## config.mk

```make
export PLATFORM = sky130hd
export DESIGN_NAME = key_bounce_gen
export DESIGN_NICKNAME = d
export VERILOG_FILES = /design/src/rtl/key_bounce_gen.sv
export SDC_FILE = /design/constraint.sdc
export NUM_CORES = 1
export LEC_CHECK = 0
export ABC_AREA = 1
export CORE_UTILIZATION = 60
export CTS_BUF_LIST = sky130_fd_sc_hd__clkbuf_8
export CTS_CLUSTER_DIAMETER = 50
export DETAILED_ROUTE_END_ITERATION = 10
export GPL_ROUTABILITY_DRIVEN = 0
export PLACE_DENSITY = 0.82
export RECOVER_POWER = 50
export SLEW_MARGIN = 30
export SYNTH_ARGS = -nofsm -noshare
export SYNTH_HDL_FRONTEND = slang
export SYNTH_SLANG_ARGS = --single-unit
```

## constraint.sdc

```tcl
create_clock -name clk -period 1.86 [get_ports clk]
set_input_delay 0.372 -clock clk [delete_from_list [all_inputs] [get_ports clk]]
set_output_delay 0.372 -clock clk [all_outputs]
set_load 0.01 [all_outputs]
```

## src/rtl/key_bounce_gen.sv

```systemverilog
// key_bounce_gen: emulates one bouncy press/release of an active-low push-button per start request.
// Define KEY_BOUNCE_LFSR_EN for pseudo-random bounce segments; otherwise every segment is BOUNCE_MASK+1 cycles.
module key_bounce_gen #(
  parameter int          BOUNCE_PAIRS = 2,
  parameter logic [15:0] BOUNCE_MASK  = 16'h0003,
  parameter int          HOLD_W       = 24,
  parameter logic [15:0] LFSR_SEED    = 16'hACE1
) (
  input  logic              clk,
  input  logic              rst_n,
  input  logic              start,
  input  logic [HOLD_W-1:0] hold_cycles,
  output logic              key_out,
  output logic              busy,
  output logic              done
);
  localparam int SEG_W = 17;
  localparam int TW = $clog2(2 * BOUNCE_PAIRS + 2);
  localparam logic [TW-1:0] TOG_LAST = TW'(2 * BOUNCE_PAIRS - 1);
  typedef enum logic [2:0] {IDLE, PRESS_B, HOLD, REL_B, DONE} state_t;
  state_t state_q, state_d;
  logic key_q, key_d, busy_q, busy_d, done_q, done_d;
  logic [SEG_W-1:0] seg_q, seg_d, seg_len;
  logic [TW-1:0] tog_q, tog_d;
  logic [HOLD_W-1:0] hold_q, hold_d;
`ifdef KEY_BOUNCE_LFSR_EN
  logic [15:0] lfsr_q;
  always_ff @(posedge clk)
    if (!rst_n) lfsr_q <= LFSR_SEED;
    else lfsr_q <= {lfsr_q[14:0], lfsr_q[15] ^ lfsr_q[13] ^ lfsr_q[12] ^ lfsr_q[10]};
  assign seg_len = {1'b0, lfsr_q & BOUNCE_MASK} + SEG_W'(1);
`else
  assign seg_len = {1'b0, BOUNCE_MASK} + SEG_W'(1);
`endif
  always_comb begin
    state_d = state_q;
    key_d = key_q;
    seg_d = seg_q;
    tog_d = tog_q;
    hold_d = hold_q;
    case (state_q)
      IDLE, DONE: begin
        key_d = 1'b1;
        state_d = IDLE;
        if (start) begin
          key_d = 1'b0;
          seg_d = seg_len;
          tog_d = '0;
          hold_d = (hold_cycles == '0) ? HOLD_W'(1) : hold_cycles;
          state_d = (BOUNCE_PAIRS == 0) ? HOLD : PRESS_B;
        end
      end
      PRESS_B, REL_B: begin
        // the toggle that completes a burst hands over immediately, so the next level starts cleanly
        if (seg_q == SEG_W'(1)) begin
          key_d = ~key_q;
          tog_d = tog_q + TW'(1);
          seg_d = seg_len;
          if (tog_q == TOG_LAST) state_d = (state_q == PRESS_B) ? HOLD : DONE;
        end else seg_d = seg_q - SEG_W'(1);
      end
      HOLD: begin
        if (hold_q == HOLD_W'(1)) begin
          key_d = 1'b1;
          seg_d = seg_len;
          tog_d = '0;
          state_d = (BOUNCE_PAIRS == 0) ? DONE : REL_B;
        end else hold_d = hold_q - HOLD_W'(1);
      end
      default: state_d = IDLE;
    endcase
    busy_d = state_d inside {PRESS_B, HOLD, REL_B};
    done_d = state_d == DONE;
  end
  always_ff @(posedge clk)
    if (!rst_n) begin
      state_q <= IDLE;
      key_q <= 1'b1;
      busy_q <= 1'b0;
      done_q <= 1'b0;
      seg_q <= '0;
      tog_q <= '0;
      hold_q <= '0;
    end else begin
      state_q <= state_d;
      key_q <= key_d;
      busy_q <= busy_d;
      done_q <= done_d;
      seg_q <= seg_d;
      tog_q <= tog_d;
      hold_q <= hold_d;
    end
  assign key_out = key_q;
  assign busy = busy_q;
  assign done = done_q;
endmodule

```

[Word-level counts from Yosys, hierarchy flattened]
Index checks and enable logic that the tools add are counted.
Storage, ports and cells
  register bits after elaboration: 50
  input port bits: 27
  output and inout port bits: 3
  logic and storage cells: 59
Cells by class
  add/subtract/negate cells: 3
  equality and inequality tests: 15
  muxes and demuxes: 22
  bitwise logic cells: 1
  reductions and logical operators: 11
Operators with widths (count)
  24-bit 2-to-1 mux: 3
  17-bit 2-to-1 mux: 3
  17-bit case mux with 3 select lines: 1
  24-bit case mux with 2 select lines: 1
  24-bit by 1-bit == test with 1-bit output (second input constant): 1
  24-bit logical NOT: 1
  24-bit by 1-bit subtractor with 24-bit output (second input constant): 1
  3-bit 2-to-1 mux: 7
  3-bit case mux with 3 select lines: 2
  17-bit by 1-bit == test with 1-bit output (second input constant): 1
  17-bit by 1-bit subtractor with 17-bit output (second input constant): 1
  3-bit by 2-bit == test with 1-bit output (second input constant): 5
  3-bit AND reduction: 3
  2-bit inequality test (second input constant): 4
  3-bit by 1-bit == test with 1-bit output (second input constant): 2
  3-bit == test (second input constant): 2
  3-bit nonzero test: 2
  1-bit 2-to-1 mux: 4
  4-bit AND reduction: 1
  2-bit OR reduction: 2
  3-bit by 1-bit adder with 3-bit output (second input constant): 1
  3-bit logical NOT: 1
  1-bit case mux with 3 select lines: 1
  2-bit nonzero test: 1
  1-bit inverter: 1

[Longest topological paths before layout]
Gate-level depths: netlist of run 1.
  depth in word-level cells: 7
  gate-level depth with buffers: 12
  depth with buffers taken out: 12

[Worst setup path after synthesis of run 1]
OpenSTA, ideal clock, no wires.
  path type: reg-to-reg
  start: register hold_q[8]
  end: register seg_q[1]
  arrival time: 1.308 ns
  required time: 1.731 ns
  setup slack: 0.423 ns
  stages on the path, launching flop included: 10
  period minus slack after synthesis: 1.437 ns
  cell sequence: dfxtp_1 -> nor2_2 -> nand2_2 -> nor2_4 -> nand3_2 -> nand2_4 -> nand2_4 -> buf_4 -> a21oi_1 -> nor2_1
On the way
  cells in the longest elaborated chain, start to end: 3
Ends and longest elaborated chain
  start: declaration: line 25  | logic [HOLD_W-1:0] hold_q, hold_d;
  start signal: assignment: line 91  | hold_q <= hold_d;
  24-bit by 1-bit == test with 1-bit output: line 63  | if (hold_q == HOLD_W'(1)) begin
  2-bit inequality test (no line)
  3-bit AND reduction (no line)
  end signal: assignment: line 89  | seg_q <= seg_d;
  end: declaration: line 23  | logic [SEG_W-1:0] seg_q, seg_d, seg_len;
No other way between the ends.
A chain may end at the register's enable or synchronous reset.

[Worst setup path after layout of run 1]
  start: register hold_q[12]
  end: register hold_q[9]
On the way
  cells in the longest elaborated chain, start to end: 3
Ends and longest elaborated chain (line)
  24-bit by 1-bit == test with 1-bit output: 63
  2-bit inequality test (no line)
  3-bit AND reduction (no line)
No other way between the ends.

==> results.yml, run 1 <==
status:
  outcome: "complete, no violations"
layout:
  area_delta_synth_final_pct: 13.9
  drive_gt1_share_pct: 11.2
  multi_input_area_um2: 2130
  seqCellArea_um2: 1000
  nFillCells: 485
  diodes: 0
  final_nets: 603
floorplan:
  start_util_pct: 62.6
  num_rows: 27
  pin_count: 30
  die_h_um: 77.8
  core-area_um2: 5510
  dieArea_um2: 6050
  fp.dieW_um: 77.8
timing:
  fin_setup_tns_ns: 0
  finalSetupViolCount: 0
  finalHoldViolations: 0
  rsz0062_at_grt: "no"
  worst_slew_pin_slew_ns: 0.451
  period_needed_ns: 1.70
  fmaxAchievable_ghz: 0.588
  slew_viol_final: 0
  finClkSkew_ns: 0.0129
  slew_headroom_pct: 69.9
  fin_crit_sh_pct: 91.4
detailed_routing:
  drc: 0
  drt-initial-drc-count: 197
  vias_per_cell: 5.52
  drt_wl_total_um: 8110
  vias: 3549
  ant_nets: 0
  wl_per_cell_um: 12.6
  drt-pass1-iter-count: 5
worst_setup_path:
  startpoint_type: "flop"
  worstPathRequired_ns: 2.10
  critPathArrivalTime_ns: 1.93
  end_kind: "flop"
  r2r_start: "hold_q[12]$_SDFFE_PN0P_"
  r2r_end: "hold_q[9]$_SDFFE_PN0P_"
  rr_worst_depth: 9
  crit_type: "reg2reg"
  cp_max_fo: 34
  ff2ff_setup_slack_ns: 0.16
synthesis:
  ys_top_cells_by_area: "dfxtp_1, nand2_1, nor2_1"
  ys_async_sr_fraction_pct: 0
  syn_inst: 541
  yosys.cell_count.top_type: "nand2_1"
  synth_cell_types: 36
  syn_nets: 574
  ys.flop_type: "dfxtp_1"
  yosysTopAreaCell: "dfxtp_1"
  synth-edff-count: 0
  syn_avg_cell_area_um2: 6.37
  ys_warn_count: 0
  ys_seq_area_share_pct: 29.0
  synth_area_um2: 3450
  synth_common_cells: "nand2_1, nor2_1, dfxtp_1"
  ys_ff_latch: 50
  yosysTopAreaCellShare_pct: 29.0
cts:
  worstSkewPairLatency_ns: 0.31
  cts-root-buf: "clkbuf_8"
  clkSinkCount: 50
  clock_path_buffers: 2
  cts_max_level: 2
  cts_tree: "done"
  cts-buffers-inserted: 5
  cts_resized: 0
  clkSlewWorstSetupHoldPaths_ns: 0.10
  cts_hold_buf: 0
  post_cts_buffers: 0
grt:
  grt_max_degree: 35
  grt-ovfl-total: 0
  grt_pass1_vias: 3247
  antenna_found_initial: 0
  track_usage_pct: 28.4
  grt_pass1_wl_um: 13900
hold_path:
  hp-class: "reg2reg"
  hp-start: "tog_q[1]$_SDFFE_PN0P_"
  hold_path_end: "tog_q[1]$_SDFFE_PN0P_"
  holdPathStages: 2
pwr:
  power_w: 0.00316
  powerDensity_nw_per_um2: 804
  leakage_nw: 1.75
  worst_ir_drop_vdd_mv: 0.559
place:
  io_buffers: 29
  dp_hpwl_um: 5970
run:
  maxCapViolCount: 0
[worst max-delay path, cell delays in order (launching register included)]
cell,delay [ns]
dfxtp_1,0.37
nor2_2,0.15
nand2_2,0.10
nor2_4,0.15
nand3_2,0.13
nand2_4,0.17
nand2_8,0.17
inv_6,0.17
nand2_1,0.06
a21oi_1,0.14
[report_power, final]
group | switching [W] | internal [W]
Sequential | 0.000103 | 0.00116
Combinational | 0.000650 | 0.000403
Clock | 0.000395 | 0.000443
[worst max-delay path by stage]
stage,startpoint,to,cells past startpoint
after floorplan,hold_q[8]$_SDFFE_PN0P_,seg_q[1]$_SDFFE_PN0P_,9
after global placement,start,seg_q[0]$_SDFFE_PN0P_,6
after detailed placement,start,seg_q[0]$_SDFFE_PN0P_,6
after CTS,hold_q[20]$_SDFFE_PN0P_,hold_q[9]$_SDFFE_PN0P_,9
after global routing,seg_q[4]$_SDFFE_PN0P_,seg_q[7]$_SDFFE_PN0P_,7
final,hold_q[12]$_SDFFE_PN0P_,hold_q[9]$_SDFFE_PN0P_,9
[logic make-up after synthesis]
group	Yosys count	synth area share, %
AND/OR/NAND/NOR	330	44.6
AO/OA/AOI/OAI	71	11.4
buffers and inverters	70	9.04
flip-flops	50	29.0
XOR/XNOR	9	2.29
adder cells (fa/ha/maj)	6	2.18
multiplexers	5	1.45
[placed cells by master (no fill, tap or decap), drive strengths merged]
cell,n
dfxtp,50
nor4,2
nand4,22
a21oi,40
clkbuf,7
nor2,91
nand2,146
nand3b,6
bufinv,1
a22oi,2
o21ai,26
clkdlybuf4s50,26
a21o,3
dlygate4sd3,3
or2,5
xnor2,3
ha,6
clkinv,1
inv,53
nand3,50
xor2,6
nor3,8
mux2i,5
buf,9
[stage by stage]
stage          cells  setup slack (ns)  cell area (µm²)  utilization (%)  hold slack (ns)
6_report         643             0.161             3930             71.3            0.488
3_5_place_dp     635             0.138             3810             69.1            0.474
2_1_floorplan    541             0.423             3450                -            0.443
3_3_place_gp     635             0.158             3810             69.1            0.457
5_1_grt          643            0.0197             3930             71.3            0.523
4_1_cts          643             0.151             3930             71.3            0.493
[layout make-up]
cell class              instances  area share [%]
multi-input cells             421            54.4
flip-flops and latches         50            25.5
repair buffers                 39            9.56
inverters                      53            5.19
well taps                      72            2.29
clock buffers                   6            2.10
clock inverters                 2           0.988
[metal layers]
layer,track usage (%),part of all wire (%),vias up
met5,0,0,-
met4,9.25,1.2,0
met3,4.00,4.3,10
met2,54.2,52,88
met1,31.9,42,1618
li1,-,-,1833
[state kept, by name, summed over array words and instances (netlist names)]
name	count
seg_q	17
done	1
tog_q	3
busy	1
key_out	1
state_q	3
hold_q	24
Power figures use the tool's default switching activity.
==> run 2: changes to the inputs <==
SKIP_LAST_GASP = 1   (was not set)
==> results of run 2 <==
No change in the layout: final DEF, timing and power equal those of run 1.
==> run 3: changes to the inputs <==
HOLD_SLACK_MARGIN = 0.15   (was not set)
==> results of run 3 <==
No change in the layout: final DEF, timing and power equal those of run 1.
